### config.mk
export PLATFORM = sky130hd
export DESIGN_NAME = pc_sequencer
export DESIGN_NICKNAME = d
export VERILOG_FILES = /design/src/rtl/pc_sequencer.sv
export SDC_FILE = /design/constraint.sdc
export NUM_CORES = 1
export LEC_CHECK = 0
export CAP_MARGIN = 5
export CELL_PAD_IN_SITES_DETAIL_PLACEMENT = 1
export CELL_PAD_IN_SITES_GLOBAL_PLACEMENT = 1
export CORE_MARGIN = 10
export CORE_UTILIZATION = 38
export CTS_BUF_LIST = sky130_fd_sc_hd__clkbuf_8
export CTS_CLUSTER_SIZE = 14
export DETAILED_ROUTE_END_ITERATION = 16
export GPL_TIMING_DRIVEN = 0
export PLACE_DENSITY_LB_ADDON = 0.05
export SLEW_MARGIN = 20
export SYNTH_ARGS = -nofsm -noshare
export SYNTH_HDL_FRONTEND = slang
export SYNTH_SLANG_ARGS = --single-unit
export TNS_END_PERCENT = 10
### constraint.sdc
create_clock -name CLK -period 4.78 [get_ports CLK]
set_clock_uncertainty 0.1 [all_clocks]
set_input_delay 0.956 -clock CLK [delete_from_list [all_inputs] [get_ports CLK]]
set_output_delay 0.956 -clock CLK [all_outputs]
set_load 0.02 [all_outputs]
### src/rtl/pc_sequencer.sv
// rtl/pc_sequencer.sv - fetch PC sequencer with redirect, trap, stall and halt/resume
// Fetch PC is offered with a valid/ready handshake and advanced on each accepted fetch.
module pc_sequencer #(
   parameter int              XLEN         = 32,
   parameter int              INC          = 4,
   parameter logic [XLEN-1:0] RESET_VECTOR = 32'h0000_0000,
   parameter logic [XLEN-1:0] TRAP_VECTOR  = 32'h0000_0004,
   parameter int              ALIGN_BITS   = 2
) (
   input  logic            CLK,
   input  logic            RST_N,
   input  logic            stall,
   input  logic            fetch_ready,
   input  logic            redirect_valid,
   input  logic [XLEN-1:0] redirect_tgt,
   input  logic            trap_req,
   input  logic            halt_req,
   input  logic            resume_req,
   output logic [XLEN-1:0] pc,
   output logic            pc_valid,
   output logic [XLEN-1:0] pc_plus,
   output logic [XLEN-1:0] last_pc,
   output logic            misalign_err,
   output logic            halted
);

   typedef enum logic [1:0] {
      S_BOOT = 2'd0,
      S_RUN  = 2'd1,
      S_HALT = 2'd2
   } state_e;

   // A zero ALIGN_BITS yields an all-zero mask, which disables the check.
   localparam logic [XLEN-1:0] ALIGN_MASK = ~({XLEN{1'b1}} << ALIGN_BITS);

   state_e          state_q;
   logic [XLEN-1:0] pc_q, pc_d;
   logic [XLEN-1:0] last_pc_q;
   logic            pc_valid_q;
   logic            halted_q;
   logic            misalign_q, misalign_d;
   logic            accept;
   logic            tgt_misaligned;

   assign pc_plus        = pc_q + XLEN'(INC);
   assign accept         = pc_valid_q & fetch_ready & ~stall;
   assign tgt_misaligned = |(redirect_tgt & ALIGN_MASK);

   always_comb begin
      pc_d       = pc_q;
      misalign_d = 1'b0;
      if (trap_req) begin
         pc_d = TRAP_VECTOR;
      end else if (redirect_valid && tgt_misaligned) begin
         pc_d       = TRAP_VECTOR;
         misalign_d = 1'b1;
      end else if (redirect_valid) begin
         pc_d = redirect_tgt;
      end else if (accept) begin
         pc_d = pc_plus;
      end
   end

   always_ff @(posedge CLK or negedge RST_N) begin
      if (!RST_N) begin
         state_q    <= S_BOOT;
         pc_q       <= RESET_VECTOR;
         last_pc_q  <= RESET_VECTOR;
         pc_valid_q <= 1'b0;
         halted_q   <= 1'b0;
         misalign_q <= 1'b0;
      end else begin
         misalign_q <= 1'b0;
         case (state_q)
            S_BOOT: begin
               state_q    <= S_RUN;
               pc_valid_q <= 1'b1;
            end
            S_RUN: begin
               pc_q       <= pc_d;
               misalign_q <= misalign_d;
               if (accept) last_pc_q <= pc_q;
               // Halt takes effect after this cycle's PC update has been applied.
               if (halt_req) begin
                  state_q    <= S_HALT;
                  pc_valid_q <= 1'b0;
                  halted_q   <= 1'b1;
               end
            end
            S_HALT: begin
               if (trap_req) begin
                  pc_q       <= TRAP_VECTOR;
                  state_q    <= S_RUN;
                  pc_valid_q <= 1'b1;
                  halted_q   <= 1'b0;
               end else if (resume_req) begin
                  state_q    <= S_RUN;
                  pc_valid_q <= 1'b1;
                  halted_q   <= 1'b0;
               end
            end
            default: begin
               state_q    <= S_BOOT;
               pc_valid_q <= 1'b0;
               halted_q   <= 1'b0;
            end
         endcase
      end
   end

   assign pc           = pc_q;
   assign pc_valid     = pc_valid_q;
   assign last_pc      = last_pc_q;
   assign misalign_err = misalign_q;
   assign halted       = halted_q;

endmodule

-- After elaboration in Yosys (flattened, before gate mapping)
Cells that the tools add are included.
- register bits after elaboration: 69
- input bits: 40
- output and inout bits: 99
- word-level logic and storage cells: 46
- $add $sub $neg: 1
- eq/ne operators: 6
- muxes and demuxes: 21
- bitwise logic cells: 4
- reduce and logical (&&, ||, !) cells: 8
- operators by type and width (operator ; number):
    $mux W32 ; 5
    $pmux W32 S2 ; 1
    $add A32 B3 Y32 const B ; 1
    $mux W1 ; 9
    $mux W2 ; 3
    $pmux W1 S3 ; 2
    $pmux W2 S3 ; 1
    $reduce_and A3 Y1 ; 2
    $ne A5 B5 Y1 const B ; 1
    $ne A2 B2 Y1 const B ; 2
    $reduce_and A2 Y1 ; 2
    $ne A3 B3 Y1 const B ; 1
    $and A1 B1 Y1 ; 2
    $eq A2 B1 Y1 const B ; 1
    $eq A2 B2 Y1 const B ; 1
    $logic_not A2 Y1 ; 1
    $not A1 Y1 ; 2
    $reduce_bool A2 Y1 ; 1
    $reduce_or A2 Y1 ; 1
    $logic_and A1 B1 Y1 ; 1

-- Longest topological paths before layout
- word-level depth: 7
- gate-level depth with buffers: 9
- mapped depth without buffers: 7

-- Least setup slack after synthesis
OpenSTA, ideal clock, no wires.
- path kind: flip-flop to output port
- from: register pc_q[2] (netlist: pc[2])
- to: output port pc_plus[30]
- data arrival time: 2.072 ns
- data required time: 3.724 ns
- slack: 1.652 ns
- stages on the path, launching flop included: 6
- buffers on the path: 0
- cells stage by stage: dfrtp_1 ha_1 nand4_1 nor4_4 nand4_1 xnor2_1
- cells in the longest elaborated chain, start to end: 1
- RTL lines (item ; RTL line ; RTL):
    from (decl) ; 37 ; logic [XLEN-1:0] pc_q, pc_d;
    from (signal assigned) ; 80 ; pc_q <= pc_d;
    $add A32 B3 Y32 ; 45 ; assign pc_plus = pc_q + XLEN'(INC);
    to (decl) ; 21 ; output logic [XLEN-1:0] pc_plus,
No other way between the ends.

-- Worst setup path in the final report
Same ends and word-level chain as after synthesis.

==> metrics <==
core area=a little under 10000 um2; status=finished clean; Clk pin slew, worst setup/hold paths=70 ps; Hold Buf Count CTS=0; DR DRC count=0; chip height=around 120 um; most frequent cells in the layout=137 x clkdlybuf4s50_1, 68 x dfrtp_1, 36 x o21ai_0; Ys Warns=0; Initial DRC Count=~160; # setup viols final=0; GR Util met3=0.0568; synth top area cells=dfrtp_1 44%, mux2_2 9.2%, o21ai_0 4.6%; Lkg Pwr=around 2.5 nW; Diodes inserted=0; crit path capture type=output port; hold depth=2; dpl hpwl=around 11000 um; vias in the first global route=~4000; fin util=0.571; Setup TNS=0 ps; Post-synth EDFFs=0; Critical Path AT=~3200 ps; synthesized flop and latch total=between 60 and 70; Setup crit start kind=register; clock buffer depth=2; I/O pin count=about 140; CTS tree=done; clk_lat worst skew=~350 ps; DR vias/cell=about 5.4; Pwr per Cell Area=372 nW/um2; TritonCTS buffer count=9; Cells after Synth=386; dominant cell type by area after synthesis=dfrtp_1; largest net degree at the start of global routing=38; synthesized net count=about 430; Post-synth ARST share=1.00; initial antenna violation count=0; share of cells above drive strength 1=0.150; Max IR drop VDD=approximately 0.19 mV; Routed wire per std cell=around 22 um; nets@finish=a little under 600; htree depth=3; final hold violations=0; Post-Syn Area=3910 um2; Layout Area Growth over Synthesis=44.8%; remaining antenna violation count=0; GRT Util Overall=0.199; drt total wl=approximately 15000 um; Layout Cells excl Fill=roughly 670; Synth top area share=0.435; post-CTS resize count=0; Hold Crit Class=register to register; unrepaired setup endpoints after global routing=false; post-synth cell types=53; Post-CTS Repair Setup Buffers=0; met2 Usage GRT=0.333; pre-CTS setup slack=903 ps; worst-path maximum fanout=8; max_cap viols=0; Tcrit/Tclk final=0.884; Worst Setup Path Type=register to output port; drt pass-1 iters=4; Least-Margin Pin Slew=between 700 and 800 ps; Synth Area per Inst=~10 um2; routed vias=~3600; crit path time final=between 4000 and 5000 ps; RePlAce Congestion=between 0.8 and 0.9; layer with the highest usage=met2; setup ws final=between 500 and 600 ps; Placed Cells=658; Worst Path Required=about 3700 ps; Most used DFF post-synth=dfrtp_1; pins over their slew limit=0; f_max=~240 MHz; PnR Total Power=approximately 2.1 mW; most common cell after layout, fill and taps aside=clkdlybuf4s50_1; PortBufs=138; initial core utilization=0.394; Slew headroom=0.496; die width=about 120 um; first-pass GRT wire length=between 20000 and 25000 um; grt ovf=0; die area=14700 um2; met1 Use GR=0.249; sequential share of the synthesized area=0.435; root buffer cell=clkbuf_8; R2R depth=7; std cell rows=36; clk sink count=68
==> power breakdown <==
part / switching, mW / total (mW) / internal, mW
Clock: 0.241 / 0.442 / 0.201
Combinational: 0.510 / 0.911 / 0.401
Sequential: 0.0826 / 0.753 / 0.670
==> path summary, 6_finish.rpt <==
path / from / end / slack, ps
max in group asynchronous: RST_N / pc[23]$_DFFE_PN0P_ / 3570
max: pc[2]$_DFFE_PN0P_ / pc_plus[30] / 560
min: last_pc[2]$_DFFE_PN0P_ / last_pc[2]$_DFFE_PN0P_ / 400
max reg2reg: pc_valid$_DFFE_PN0P_ / pc[22]$_DFFE_PN0P_ / 1910
min reg2reg: last_pc[2]$_DFFE_PN0P_ / last_pc[2]$_DFFE_PN0P_ / 400
min in group asynchronous: RST_N / pc[1]$_DFFE_PN0P_ / 440
==> flip-flops by register name, indices dropped and copies added (netlist names) <==
| name | flops |
|---|---|
| misalign_err | 1 |
| halted | 1 |
| state_q | 1 |
| pc_valid | 1 |
| pc | 32 |
| last_pc | 32 |
==> kinds of logic after synthesis <==
group / Yosys count / synth area share
buf+inv: 41 / 0.0519
xor+xnor: 28 / 0.0627
compound gates: 85 / 0.140
fa+ha+maj: 6 / 0.0192
flops: 68 / 0.435
simple gates: 121 / 0.186
mux: 37 / 0.105
==> final cells by class <==
class / instances / area (um2)
inverters: 6 / 22.5
fillers: 1122 / 4250
well taps: 133 / 166
clock buffers: 10 / 138
multi-input cells: 277 / 2010
flip-flops and latches: 68 / 1700
plain buffers: 35 / 180
clock inverters: 6 / 40.0
repair buffers: 139 / 1400
==> per-stage QoR <==
step                hold slack (ps)  instance area [um2]
CTS                             403                 5660
global placement                364                 5460
finish                          397                 5660
detailed placement              386                 5480
floorplan                       466                 3910
global route                    425                 5660
==> cells in the mapped netlist, drive strengths merged, types with 2 or more instances <==
library cell  number
nor3b              2
dfrtp             68
mux2              32
a221o              4
a31oi              6
a22oi             11
inv                6
nand4             11
nand3             12
clkbuf            18
xnor2             16
o22ai              2
mux2i              5
o22a               2
a21o               3
o2bb2ai            3
nor4               9
o311ai             6
nor2              27
a21oi              7
nor3              11
and4               2
and2               7
and3               6
xor2              12
nand2             26
nand2b             2
buf               17
o21ai             37
ha                 6
==> critical path, stage by stage (launching register included) <==
cell and delay [ps]:
dfrtp_1 510, ha_1 320, nand4_1 280, nor4_4 580
nand4_1 290, xnor2_1 210, clkdlybuf4s50_1 620
==> routing by layer <==
layer,share of wire,routed length (um)
met1,0.43,6290
met2,0.50,7190
met3,0.064,929
met4,0.0074,108
met5,0,0
No activity file was read; power rests on OpenSTA's default activity.
